### src/rtl/alu_sequencer.sv
// Sequences one ALU operation at a time: registers operands, waits for the
// Mul/Div path to settle, then holds the result until the consumer takes it.
// Optional divide-by-zero trap is enabled with the ALU_SEQ_DIV0_TRAP_EN macro.
module alu_sequencer #(
  parameter int MULDIV_LAT = 4,
  parameter int OPW        = 5
) (
  input  logic           clock,
  input  logic           clear,
  input  logic           req_valid,
  output logic           req_ready,
  input  logic [OPW-1:0] req_opcode,
  input  logic           req_incpc,
  input  logic [31:0]    req_a,
  input  logic [31:0]    req_b,
  output logic [31:0]    alu_a,
  output logic [31:0]    alu_b,
  output logic [OPW-1:0] alu_opcode,
  output logic           alu_incpc,
  input  logic [31:0]    alu_hi,
  input  logic [31:0]    alu_lo,
  output logic           rsp_valid,
  input  logic           rsp_ready,
  output logic [31:0]    z_hi,
  output logic [31:0]    z_lo,
  output logic           busy
`ifdef ALU_SEQ_DIV0_TRAP_EN
  ,
  output logic           div0
`endif
);

  localparam logic [OPW-1:0] OP_MUL  = OPW'(15);
  localparam logic [OPW-1:0] OP_DIV  = OPW'(16);
  // Highest opcode the ISA defines; anything above completes with a zero result.
  localparam logic [OPW-1:0] OP_LAST = OPW'(26);
  localparam logic [5:0]     CNT_LOAD = 6'(MULDIV_LAT - 1);

  typedef enum logic [1:0] {IDLE, EXEC, WAIT, DONE} state_e;

  state_e         state_q;
  logic [5:0]     cnt_q;
  logic [31:0]    alu_a_q;
  logic [31:0]    alu_b_q;
  logic [OPW-1:0] alu_opcode_q;
  logic           alu_incpc_q;
  logic [31:0]    z_hi_q;
  logic [31:0]    z_lo_q;
  logic           rsp_valid_q;
  logic           req_ready_q;
  logic           busy_q;
`ifdef ALU_SEQ_DIV0_TRAP_EN
  logic           div0_q;
`endif

  logic           exec_is_muldiv;
  logic           exec_trap;
  logic [31:0]    z_hi_d;
  logic [31:0]    z_lo_d;

  // Result shaping for single-cycle completion out of EXEC.
  always_comb begin
    exec_is_muldiv = !alu_incpc_q &&
                     ((alu_opcode_q == OP_MUL) || (alu_opcode_q == OP_DIV));
    z_hi_d = exec_is_muldiv ? alu_hi : 32'd0;
    z_lo_d = (alu_incpc_q || (alu_opcode_q <= OP_LAST)) ? alu_lo : 32'd0;
`ifdef ALU_SEQ_DIV0_TRAP_EN
    exec_trap = !alu_incpc_q && (alu_opcode_q == OP_DIV) && (alu_b_q == 32'd0);
`else
    exec_trap = 1'b0;
`endif
  end

  always_ff @(posedge clock) begin
    if (clear) begin
      state_q      <= IDLE;
      cnt_q        <= 6'd0;
      alu_a_q      <= 32'd0;
      alu_b_q      <= 32'd0;
      alu_opcode_q <= '0;
      alu_incpc_q  <= 1'b0;
      z_hi_q       <= 32'd0;
      z_lo_q       <= 32'd0;
      rsp_valid_q  <= 1'b0;
      req_ready_q  <= 1'b1;
      busy_q       <= 1'b0;
`ifdef ALU_SEQ_DIV0_TRAP_EN
      div0_q       <= 1'b0;
`endif
    end else begin
      case (state_q)
        IDLE: begin
          if (req_valid && req_ready_q) begin
            alu_a_q      <= req_a;
            alu_b_q      <= req_b;
            alu_opcode_q <= req_opcode;
            alu_incpc_q  <= req_incpc;
            req_ready_q  <= 1'b0;
            busy_q       <= 1'b1;
            state_q      <= EXEC;
`ifdef ALU_SEQ_DIV0_TRAP_EN
            div0_q       <= 1'b0;
`endif
          end
        end
        EXEC: begin
          if (exec_trap) begin
            z_hi_q      <= 32'd0;
            z_lo_q      <= 32'd0;
            rsp_valid_q <= 1'b1;
            state_q     <= DONE;
`ifdef ALU_SEQ_DIV0_TRAP_EN
            div0_q      <= 1'b1;
`endif
          end else if (exec_is_muldiv && (MULDIV_LAT > 1)) begin
            cnt_q   <= CNT_LOAD;
            state_q <= WAIT;
          end else begin
            z_hi_q      <= z_hi_d;
            z_lo_q      <= z_lo_d;
            rsp_valid_q <= 1'b1;
            state_q     <= DONE;
          end
        end
        WAIT: begin
          cnt_q <= cnt_q - 6'd1;
          // Capture on the edge where the counter reaches zero, so EXEC plus
          // WAIT together span exactly MULDIV_LAT cycles.
          if (cnt_q <= 6'd1) begin
            z_hi_q      <= alu_hi;
            z_lo_q      <= alu_lo;
            rsp_valid_q <= 1'b1;
            state_q     <= DONE;
          end
        end
        DONE: begin
          if (rsp_ready) begin
            rsp_valid_q <= 1'b0;
            busy_q      <= 1'b0;
            req_ready_q <= 1'b1;
            state_q     <= IDLE;
          end
        end
        default: begin
          rsp_valid_q <= 1'b0;
          busy_q      <= 1'b0;
          req_ready_q <= 1'b1;
          state_q     <= IDLE;
        end
      endcase
    end
  end

  assign req_ready  = req_ready_q;
  assign alu_a      = alu_a_q;
  assign alu_b      = alu_b_q;
  assign alu_opcode = alu_opcode_q;
  assign alu_incpc  = alu_incpc_q;
  assign rsp_valid  = rsp_valid_q;
  assign z_hi       = z_hi_q;
  assign z_lo       = z_lo_q;
  assign busy       = busy_q;
`ifdef ALU_SEQ_DIV0_TRAP_EN
  assign div0       = div0_q;
`endif

endmodule
### config.mk
export PLATFORM = sky130hd
export DESIGN_NAME = alu_sequencer
export DESIGN_NICKNAME = d
export VERILOG_FILES = /design/src/rtl/alu_sequencer.sv
export SDC_FILE = /design/constraint.sdc
export NUM_CORES = 1
export LEC_CHECK = 0
export ABC_CLOCK_PERIOD_IN_PS = 2600
export CAP_MARGIN = 10
export CORE_UTILIZATION = 40
export CTS_BUF_LIST = sky130_fd_sc_hd__clkbuf_4 sky130_fd_sc_hd__clkbuf_8 sky130_fd_sc_hd__clkbuf_16
export DETAILED_ROUTE_END_ITERATION = 6
export PLACE_DENSITY = 0.84
export SYNTH_ARGS = -nofsm -noshare
export SYNTH_HDL_FRONTEND = slang
export SYNTH_SLANG_ARGS = --single-unit
### constraint.sdc
create_clock -name clock -period 2.6 [get_ports clock]
set_input_delay 0.65 -clock clock [delete_from_list [all_inputs] [get_ports clock]]
set_output_delay 0.65 -clock clock [all_outputs]
set_load 0.03 [all_outputs]
==> qor.txt <==
most common cell in the netlist = nand2_1
RR Endpoint = cnt_q[5]$_SDFFE_PP0P_
grt ovf = 0
CTS Buffer Depth = 2
number of distinct library cells after synthesis = 40
worst vdd rail ir drop = 481 µV
Post-synth EDFFs = 0
Hold Path Depth = 2
Crit path largest cell delay = 0.74 ns
CP Cell Sequence = clkdlybuf4s50_1
leakage power = 3.38 nW
Final min period = 2.23 ns
hold buffer count at cts = 0
DP Wirelength = 10.4 mm
DIE AREA = 14300 µm²
fin crit share = 85.8%
IO Count = 275
Final setup viols = 0
#FFs+latches synth = 145
Synth Flop Type = dfxtp_1
total CTS buffers = 17
critical path class = reg2out
Hold Path Class = reg2reg
final hold viol count = 0
Final Wtd Congestion = 0.747
core area = 13400 µm²
RSZ-0062 raised after global routing = no
CTS H-tree depth = 4
Placed Area = 8400 µm²
Pre-Repair DR Iteration Count = 4
clock sinks = 145
WL per Instance = 14.2 µm
element type at the critical path start = flop
Die H = 120 µm
Reg2Reg Depth = 6
n_diodes = 0
nets@finish = 1019
initial antenna violation count = 0
Tot GR Track Use = 21.5%
list of most frequent post-synthesis cells = 177 x nand2_1, 145 x dfxtp_1, 76 x a21oi_1
PortBufs = 274
post-CTS setup buffer count = 0
WP data required = 1.95 ns
Area growth syn-to-layout = 62.7%
status = finished, final reports clean
Mapped Nets = 760
crit end category = output pin
fin util = 67.3%
Fmax achieved = 448 MHz
cell accounting for the most synthesized area = dfxtp_1
post-synth top area share = 52.4%
Initial Utilization = 41.4%
number of global-route vias before repair = 5080
Via density = 4.85
slowest CP cell = clkdlybuf4s50_1
share of layout cells above drive strength 1 = 5.87%
final instance area = 9020 µm²
Vias = 5152
Reg clk slew, reported paths = 0.06 ns
site row count = 42
Buffers & Inverters on Critical Path = 1
mapped cell area = 5540 µm²
max-slew violation count = 0
max cap viols = 0
Worst slew margin = 54.2%
Worst-Skew Late Latency = 0.41 ns
top post-synthesis cells by area = dfxtp_1 52%, nand2_1 12%, a21oi_1 6.9%
P per Cell Area = 1050 nW/µm²
Avg Cell Area, Syn = 9.01 µm²
synth warn = 0
sequential share of the synthesized area = 52.4%
largest net degree at the start of global routing = 93
largest delay contributor family on the critical path = buffers and inverters
measured slew at the worst slew-check pin = 0.679 ns
post-route clock skew = 0.00856 ns
Worst Path Arrival = 1.58 ns
DRC viols = 0
Hold EP = alu_a[10]$_SDFFE_PP0P_
Cells after Synth = 615
post_cts resized = 0
flop-to-flop setup slack = 0.39 ns
crit-path max FO = 7
hold_sp = alu_a[10]$_SDFFE_PP0P_
clk root buf = clkbuf_16
WL final = 15.1 mm
Antenna Nets Post-Route = 0
asr flop ratio synth = 0%
Worst path depth = 1
DRT iter0 DRCs = 300
Die X = 120 µm
CTS tree = built
first-pass GRT wire length = 24.6 mm
Setup TNS Final = 0 ns
FF-to-FF Start = state_q[1]$_SDFFE_PP0P_
## per-stage QoR
step | setup WS, ns | total power, W | hold slack [ns] | instances
floorplan | 0.747 | 0.00561 | 0.502 | 615
global placement | 0.455 | 0.00695 | 0.441 | 1031
detailed placement | 0.397 | 0.00701 | 0.447 | 1031
CTS | 0.332 | 0.00958 | 0.454 | 1062
global route | 0.185 | 0.00997 | 0.474 | 1062
finish | 0.369 | 0.00949 | 0.452 | 1062
## worst max path at each step
stage,startpoint,to,slack [ns]
2_1_floorplan,state_q[1]$_SDFFE_PP0P_,z_hi[10]$_SDFFE_PP0P_,0.75
3_3_place_gp,state_q[1]$_SDFFE_PP0P_,z_hi[1]$_SDFFE_PP0P_,0.45
3_5_place_dp,state_q[1]$_SDFFE_PP0P_,z_hi[10]$_SDFFE_PP0P_,0.40
4_1_cts,req_ready$_SDFFE_PP1P_,req_ready,0.33
5_1_grt,state_q[1]$_SDFFE_PP0P_,cnt_q[3]$_SDFFE_PP0P_,0.18
6_report,alu_incpc$_SDFFE_PP0P_,alu_incpc,0.37
## flip-flops by register name, summed over array words and instances, names as in the netlist, 2 cells and up
signal	count
alu_b	32
state_q	2
alu_opcode	5
z_lo	32
cnt_q	6
z_hi	32
alu_a	32
## layer usage
layer | vias to the layer above | wire [µm] | global-route usage [%]
li1 | 2584 | - | -
met1 | 2347 | 6470 | 24.9
met2 | 203 | 7020 | 36.0
met3 | 18 | 1410 | 8.46
met4 | 0 | 221 | 7.27
met5 | - | 0 | 0
## where the power goes
part           switching, W  total (W)  internal (W)
Clock              0.000947    0.00255       0.00160
Combinational       0.00220    0.00389       0.00169
Sequential         0.000305    0.00305       0.00275
Total               0.00345    0.00949       0.00604
## cells in the final DEF (no fill, tap or decap), types with 4 or more instances in the layout
cell type / n
nand2_1: 177
ha_1: 7
a22o_1: 32
nor2b_1: 5
clkinv_2: 5
clkdlybuf4s50_1: 273
clkbuf_16: 17
o21ai_0: 9
buf_4: 8
nor2_1: 7
dfxtp_1: 145
a21oi_1: 75
bufinv_16: 4
nand2b_1: 33
mux2i_1: 36
inv_1: 6
## logic make-up (layout without fill, tap and decap cells)
logic type	count (synthesis)	count (layout)	synth area share [%]
adder cells (fa/ha/maj)	7	7	1.58
flip-flops	145	145	52.4
multiplexers	36	36	6.50
buffers and inverters	50	321	4.54
AO/OA/AOI/OAI	134	134	15.5
AND/OR/NAND/NOR	243	243	19.5
## area by class of cell
class	instances	area (µm²)
flip-flops and latches	145	2900
well taps	176	220
clock buffers	17	425
inverters	6	22.5
clock inverters	14	188
fillers	1055	4380
multi-input cells	420	2410
repair buffers	284	2850
## worst reg2reg max path: cells and delay by family, from the launching register on
kind / cells / cell delay [ns]
AO/OA/AOI/OAI: 2 / 0.81
AND/OR/NAND/NOR: 1 / 0.38
flip-flops: 1 / 0.33
adder cells (fa/ha/maj): 1 / 0.25
multiplexers: 1 / 0.24
buffers and inverters: 1 / 0.12
Note: power is estimated with default switching activity, not from simulation.
